===== src/rtl/spi_pkg.sv =====
// Shared definitions for the SPI slave register bank: FSM encoding,
// register addresses and the command-byte layout.
package spi_pkg;

    typedef enum logic [1:0] {
        ST_IDLE,
        ST_CMD,
        ST_WDATA,
        ST_RDATA
    } state_t;

    localparam logic [3:0] REG_ID    = 4'd0;
    localparam logic [3:0] REG_GPIN  = 4'd1;
    localparam logic [3:0] REG_GPOUT = 4'd2;
    localparam logic [3:0] REG_FCNT  = 4'd3;

    localparam int RW_BIT = 7;

    // Registers 0, 1 and 3 are read-only; a write burst skips over them.
    function automatic logic reg_writable(input logic [3:0] addr);
        return !(addr == REG_ID || addr == REG_GPIN || addr == REG_FCNT);
    endfunction

endpackage


===== src/rtl/spi_slave_regs_if.sv =====
// SPI pin bundle between a master and the register-bank slave.
interface spi_slave_regs_if;
    logic spi_clk;
    logic spi_cs_n;
    logic mosi;
    logic miso;
    logic miso_oe;

    modport master (
        output spi_clk,
        output spi_cs_n,
        output mosi,
        input  miso,
        input  miso_oe
    );

    modport slave (
        input  spi_clk,
        input  spi_cs_n,
        input  mosi,
        output miso,
        output miso_oe
    );
endinterface


===== src/rtl/spi_pin_sync.sv =====
// Multi-flop synchronizer for an asynchronous pin, with rise/fall pulses
// derived from the synchronized level.
module spi_pin_sync #(
    parameter int STAGES = 2
) (
    input  logic clk,
    input  logic reset,
    input  logic din,
    output logic q,
    output logic rise,
    output logic fall
);

    logic [STAGES-1:0] sync_reg;
    logic              prev_reg;

    // Chain resets to 0 so a pin already low at reset release shows no edge.
    genvar gi;
    generate
        for (gi = 0; gi < STAGES; gi++) begin : g_stage
            if (gi == 0) begin : g_first
                always_ff @(posedge clk) begin
                    if (reset) sync_reg[0] <= 1'b0;
                    else       sync_reg[0] <= din;
                end
            end else begin : g_rest
                always_ff @(posedge clk) begin
                    if (reset) sync_reg[gi] <= 1'b0;
                    else       sync_reg[gi] <= sync_reg[gi-1];
                end
            end
        end
    endgenerate

    always_ff @(posedge clk) begin
        if (reset) prev_reg <= 1'b0;
        else       prev_reg <= sync_reg[STAGES-1];
    end

    assign q    = sync_reg[STAGES-1];
    assign rise = q & ~prev_reg;
    assign fall = ~q & prev_reg;

endmodule


===== src/rtl/spi_slave_regs.sv =====
// SPI mode-0 slave register bank, oversampling the SPI pins on clk.
// Command byte: bit7 = read, bits[3:0] = start address; data bursts auto-increment.
module spi_slave_regs
    import spi_pkg::*;
#(
    parameter logic [7:0] ID_BYTE     = 8'h5A,
    parameter int         SYNC_STAGES = 2
) (
    input  logic             clk,
    input  logic             reset,
    spi_slave_regs_if.slave  spi,
    input  logic [7:0]       gpio_in,
    output logic [7:0]       gpio_out
);

    logic sck_q, sck_rise, sck_fall;
    logic cs_n_q, cs_n_rise, cs_n_fall;
    logic mosi_q, mosi_rise, mosi_fall;
    logic unused_sync_bits;

    spi_pin_sync #(.STAGES(SYNC_STAGES)) u_sync_sck (
        .clk(clk), .reset(reset), .din(spi.spi_clk),
        .q(sck_q), .rise(sck_rise), .fall(sck_fall)
    );
    spi_pin_sync #(.STAGES(SYNC_STAGES)) u_sync_cs (
        .clk(clk), .reset(reset), .din(spi.spi_cs_n),
        .q(cs_n_q), .rise(cs_n_rise), .fall(cs_n_fall)
    );
    spi_pin_sync #(.STAGES(SYNC_STAGES)) u_sync_mosi (
        .clk(clk), .reset(reset), .din(spi.mosi),
        .q(mosi_q), .rise(mosi_rise), .fall(mosi_fall)
    );

    assign unused_sync_bits = sck_q ^ mosi_rise ^ mosi_fall;

    state_t      state_reg, state_next;
    logic [2:0]  bit_cnt_reg, bit_cnt_next;
    logic [6:0]  rx_reg, rx_next;
    logic [7:0]  tx_reg, tx_next;
    logic [7:0]  next_byte_reg, next_byte_next;
    logic [3:0]  addr_reg, addr_next;
    logic        cmd_done_reg, cmd_done_next;
    logic [7:0]  fcnt_reg, fcnt_next;
    logic        oe_reg, oe_next;
    logic [7:0]  rw_reg [16];

    logic        wr_en;
    logic [3:0]  wr_addr;
    logic [7:0]  wr_data;
    logic [7:0]  rx_byte;
    logic [3:0]  rd_addr;
    logic [7:0]  rd_data;
    logic        active;

    assign active = ~cs_n_q;

    always_ff @(posedge clk) begin
        if (reset) begin
            state_reg     <= ST_IDLE;
            bit_cnt_reg   <= '0;
            rx_reg        <= '0;
            tx_reg        <= '0;
            next_byte_reg <= '0;
            addr_reg      <= '0;
            cmd_done_reg  <= 1'b0;
            fcnt_reg      <= '0;
            oe_reg        <= 1'b0;
        end else begin
            state_reg     <= state_next;
            bit_cnt_reg   <= bit_cnt_next;
            rx_reg        <= rx_next;
            tx_reg        <= tx_next;
            next_byte_reg <= next_byte_next;
            addr_reg      <= addr_next;
            cmd_done_reg  <= cmd_done_next;
            fcnt_reg      <= fcnt_next;
            oe_reg        <= oe_next;
        end
    end

    always_comb begin
        state_next     = state_reg;
        bit_cnt_next   = bit_cnt_reg;
        rx_next        = rx_reg;
        tx_next        = tx_reg;
        next_byte_next = next_byte_reg;
        addr_next      = addr_reg;
        cmd_done_next  = cmd_done_reg;
        fcnt_next      = fcnt_reg;
        oe_next        = oe_reg;
        wr_en          = 1'b0;
        wr_addr        = addr_reg;
        rx_byte        = {rx_reg, mosi_q};
        wr_data        = rx_byte;

        // In CMD the read address comes straight from the byte just completed.
        rd_addr = (state_reg == ST_CMD) ? rx_byte[3:0] : addr_reg;
        case (rd_addr)
            REG_ID:   rd_data = ID_BYTE;
            REG_GPIN: rd_data = gpio_in;
            REG_FCNT: rd_data = fcnt_reg;
            default:  rd_data = rw_reg[rd_addr];
        endcase

        if (cs_n_rise) begin
            state_next    = ST_IDLE;
            oe_next       = 1'b0;
            tx_next       = '0;
            cmd_done_next = 1'b0;
            if (cmd_done_reg) fcnt_next = fcnt_reg + 8'd1;
        end else if (state_reg == ST_IDLE) begin
            if (cs_n_fall) begin
                state_next    = ST_CMD;
                bit_cnt_next  = '0;
                tx_next       = ID_BYTE;
                oe_next       = 1'b1;
                cmd_done_next = 1'b0;
            end
        end else if (active && sck_rise) begin
            rx_next      = rx_byte[6:0];
            bit_cnt_next = bit_cnt_reg + 3'd1;
            if (bit_cnt_reg == 3'd7) begin
                unique case (state_reg)
                    ST_CMD: begin
                        cmd_done_next = 1'b1;
                        if (rx_byte[RW_BIT]) begin
                            state_next     = ST_RDATA;
                            next_byte_next = rd_data;
                            addr_next      = rx_byte[3:0] + 4'd1;
                        end else begin
                            state_next     = ST_WDATA;
                            next_byte_next = '0;
                            addr_next      = rx_byte[3:0];
                        end
                    end
                    ST_WDATA: begin
                        wr_en          = reg_writable(addr_reg);
                        addr_next      = addr_reg + 4'd1;
                        next_byte_next = '0;
                    end
                    ST_RDATA: begin
                        next_byte_next = rd_data;
                        addr_next      = addr_reg + 4'd1;
                    end
                    default: ;
                endcase
            end
        end else if (active && sck_fall) begin
            // The falling edge after a byte boundary presents the staged byte.
            if (bit_cnt_reg == 3'd0) tx_next = next_byte_reg;
            else                     tx_next = {tx_reg[6:0], 1'b0};
        end
    end

    genvar gi;
    generate
        for (gi = 0; gi < 16; gi++) begin : g_reg
            always_ff @(posedge clk) begin
                if (reset)
                    rw_reg[gi] <= '0;
                else if (wr_en && wr_addr == 4'(gi))
                    rw_reg[gi] <= wr_data;
            end
        end
    endgenerate

    assign gpio_out    = rw_reg[REG_GPOUT];
    assign spi.miso    = oe_reg & tx_reg[7];
    assign spi.miso_oe = oe_reg;

endmodule


===== src/flat_wrapper.sv =====
// flat-port wrapper written by rule: the top's interface ports become plain ports
module spi_slave_regs_flat import spi_pkg::*;
#(
    parameter logic [7:0] ID_BYTE     = 8'h5A,
    parameter int         SYNC_STAGES = 2
)
  (clk, reset, gpio_in, gpio_out, spi_spi_clk, spi_spi_cs_n, spi_mosi, spi_miso, spi_miso_oe);
  spi_slave_regs_if spi_i ();
  input  logic clk;
  input  logic reset;
  input  logic [7:0] gpio_in;
  output logic [7:0] gpio_out;
  input wire logic [$bits(spi_i.spi_clk)-1:0] spi_spi_clk;
  input wire logic [$bits(spi_i.spi_cs_n)-1:0] spi_spi_cs_n;
  input wire logic [$bits(spi_i.mosi)-1:0] spi_mosi;
  output wire logic [$bits(spi_i.miso)-1:0] spi_miso;
  output wire logic [$bits(spi_i.miso_oe)-1:0] spi_miso_oe;
  assign spi_i.spi_clk = spi_spi_clk;
  assign spi_i.spi_cs_n = spi_spi_cs_n;
  assign spi_i.mosi = spi_mosi;
  assign spi_miso = spi_i.miso;
  assign spi_miso_oe = spi_i.miso_oe;
  spi_slave_regs #(.ID_BYTE(ID_BYTE), .SYNC_STAGES(SYNC_STAGES)) u_core (.clk(clk), .reset(reset), .spi(spi_i), .gpio_in(gpio_in), .gpio_out(gpio_out));
endmodule

===== config.mk =====
export PLATFORM = sky130hd
export DESIGN_NAME = spi_slave_regs_flat
export DESIGN_NICKNAME = d
export VERILOG_FILES = /design/src/rtl/spi_pkg.sv /design/src/rtl/spi_slave_regs_if.sv /design/src/rtl/spi_pin_sync.sv /design/src/rtl/spi_slave_regs.sv /design/src/flat_wrapper.sv
export SDC_FILE = /design/constraint.sdc
export NUM_CORES = 1
export LEC_CHECK = 0
export ABC_AREA = 1
export CORE_MARGIN = 3
export CORE_UTILIZATION = 60
export CTS_BUF_LIST = sky130_fd_sc_hd__clkbuf_16
export DETAILED_ROUTE_END_ITERATION = 12
export GPL_ROUTABILITY_DRIVEN = 0
export PLACE_DENSITY = 0.87
export SYNTH_ARGS = -nofsm -noshare
export SYNTH_HDL_FRONTEND = slang
export SYNTH_SLANG_ARGS = --single-unit

===== constraint.sdc =====
create_clock -name clk -period 8.7 [get_ports clk]
set_clock_uncertainty 0.1 [all_clocks]
set_input_delay 2.61 -clock clk [delete_from_list [all_inputs] [get_ports clk]]
set_output_delay 2.61 -clock clk [all_outputs]
set_load 0.1 [all_outputs]

==> impl_results.md <==
- Fraction of layout instances using a drive strength above 1: 7.19%
- Mean post-synth cell area: 8.74 um^2
- Final worst-path cycle share: 54.8%
- Synth area leaders: edfxtp_1 43%, dfxtp_1 11%, nand2_1 9.2%, nand3_1 8.1%, nor2_1 6.0%
- Worst Setup Start Kind: flip-flop
- VDD IR max: 139 uV
- Crit path time final: 4.77 ns
- # rows: 43
- Final setup vio count: 0
- First-pass GRT wire length: 33800 um
- CTS root buf: clkbuf_16
- Wire per inst: 17.8 um
- Post-CTS Setup Bufs: 0
- Slowest-stage cell, CP: clkdlybuf4s50_1
- Final nets: 1025
- WP data required: 5.99 ns
- Crit Path Max Fanout: 2
- Distinct cells, synth: 40
- Leak: 3.81 nW
- Number of flip-flops in the largest register: 125
- Main synth FF type: edfxtp_1
- Finished Core Util: 68.6%
- Flops & latches, synth: 174
- Num Clock Sinks: 174
- DRT Pass-1 Iters: 6
- Design area: 9590 um^2
- Die Span X: 126 um
- Max incr delay on CP: 1.18 ns
- Largest net degree at the start of global routing: 58
- Max-capacitance violation count: 0
- Starting density of the core: 61.7%
- Hpwl dp: 13300 um
- Worst path top cell family by delay: buffers and inverters
- Post-CTS resize count: 0
- Routed Antenna Nets: 0
- Vias in the first global route: 6694
- Top cell type's share of synthesized area: 43.5%
- Tightest Pin Transition: 1.12 ns
- P&R area growth vs syn: 11.1%
- Leading area contributor after synthesis: edfxtp_1
- Power per Cell Area: 199 nW/um^2
- Hold WC Path Type: reg -> reg
- Antenna violations before repair: 0
- CTS tree: done
- Bufs on Longest Clock Path: 2
- Core area: 14000 um^2
- H-tree depth: 4
- Crit path DAT: 2.06 ns
- RSZ-0062 raised after global routing: no
- Initial DRC count: 912
- Die area: 15900 um^2
- Critical path endpoint category: primary output
- Hold buffer count at CTS: 0
- Post-synth EDFFs: 125
- WS Path Type: reg -> out
- Most common cell after layout, fill and taps aside: nand2_1
- Setup_tns: 0 ns
- Slew Viols, Final: 0
- CP cell instances: clkdlybuf4s50_1
- # DRC: 0
- Worst-Skew Late Latency: 0.43 ns
- CTS Buf Count: 17
- Peak Freq: 210 MHz
- Die height: 126 um
- Ys async rst share: 0%
- Most frequent cells in the layout: 211 x nand2_1, 140 x nand3_1, 137 x nor2_1, 125 x edfxtp_1, 100 x inv_1
- DP Worst Slack: 3.95 ns
- N_diodes: 0
- GRT Total Usage: 27.4%
- Ports: 23
- Sequential area share after synthesis: 54.8%
- Clock-pin transition on the worst setup and hold timing paths: 0.06 ns
- Cell Area, Placed: 8910 um^2
- Mapped cell area: 8630 um^2
- Mapped Cells: 988
- Synth Warn #: 0
- Residual overflow from global routing: 0
- DR vias: 7137
- Final Hold Violating Endpoints: 0
- Slew headroom: 24.6%
- IO buf count: 22
- Final setup margin: 3.93 ns
- Drt via density: 5.97
- Status: complete, no violations
- Buf+Inv Stages, Crit Path: 1
- Final WL: 21300 um
[area by class of cell]
type / count / area (um^2)
well taps: 180 / 225
inverters: 113 / 429
clock buffers: 17 / 425
repair buffers: 26 / 245
multi-input cells: 671 / 3280
flip-flops and latches: 174 / 4730
clock inverters: 15 / 250
fillers: 992 / 4400
[Yosys cell counts (10+ instances only)]
cell type  count
nor2_1       137
inv_1         97
dfxtp_1       49
nand3b_1      16
a21oi_1       39
buf_2         20
clkbuf_1      17
nand3_1      140
o21ai_0       47
nand2_1      211
inv_2         12
buf_4         10
edfxtp_1     125
[metal layers]
layer  GRT usage (%)  vias to the layer above  part of all wire [%]
li1                -                     3288                     -
met1            35.2                     3265                    37
met4            13.6                        0                   5.2
met5               0                        -                     0
met2            42.5                      472                    46
met3            8.48                      112                    12
[stage by stage]
step / hold WS, ns / power (mW) / instances
2_1_floorplan: 0.288 / 1.02 / 1008
3_3_place_gp: 0.290 / 1.05 / 1164
3_5_place_dp: 0.293 / 1.05 / 1164
4_1_cts: 0.301 / 1.90 / 1196
5_1_grt: 0.321 / 1.96 / 1196
6_report: 0.300 / 1.91 / 1196
[power breakdown]
part	total (mW)	internal (mW)	leakage, nW	switching (mW)
logic	0.106	0.0300	1.87	0.0760
clock network	0.870	0.562	0.336	0.307
registers	0.934	0.921	1.60	0.0123
[worst paths after layout]
kind                                                    from  cells after the start             endpoint  slack (ns)
worst max-delay path                     u_core.rw_reg[2][6]                      1          gpio_out[6]        3.93
worst min-delay path            u_core.u_sync_cs.sync_reg[0]                      2   u_core.u_sync_cs.q        0.30
worst max register to register            u_core.addr_reg[0]                      7  u_core.rw_reg[2][6]        4.54
worst min register to register  u_core.u_sync_cs.sync_reg[0]                      2   u_core.u_sync_cs.q        0.30
[cells by family after synthesis]
| family | after synthesis | share of synthesized area, % |
|---|---|---|
| compound gates | 104 | 6.61 |
| fa+ha+maj | 9 | 1.30 |
| buf+inv | 163 | 8.04 |
| flops | 174 | 54.8 |
| mux | 1 | 0.116 |
| other cells | 1 | 0.0434 |
| simple gates | 536 | 29.0 |
(Power assumes the default switching activity.)
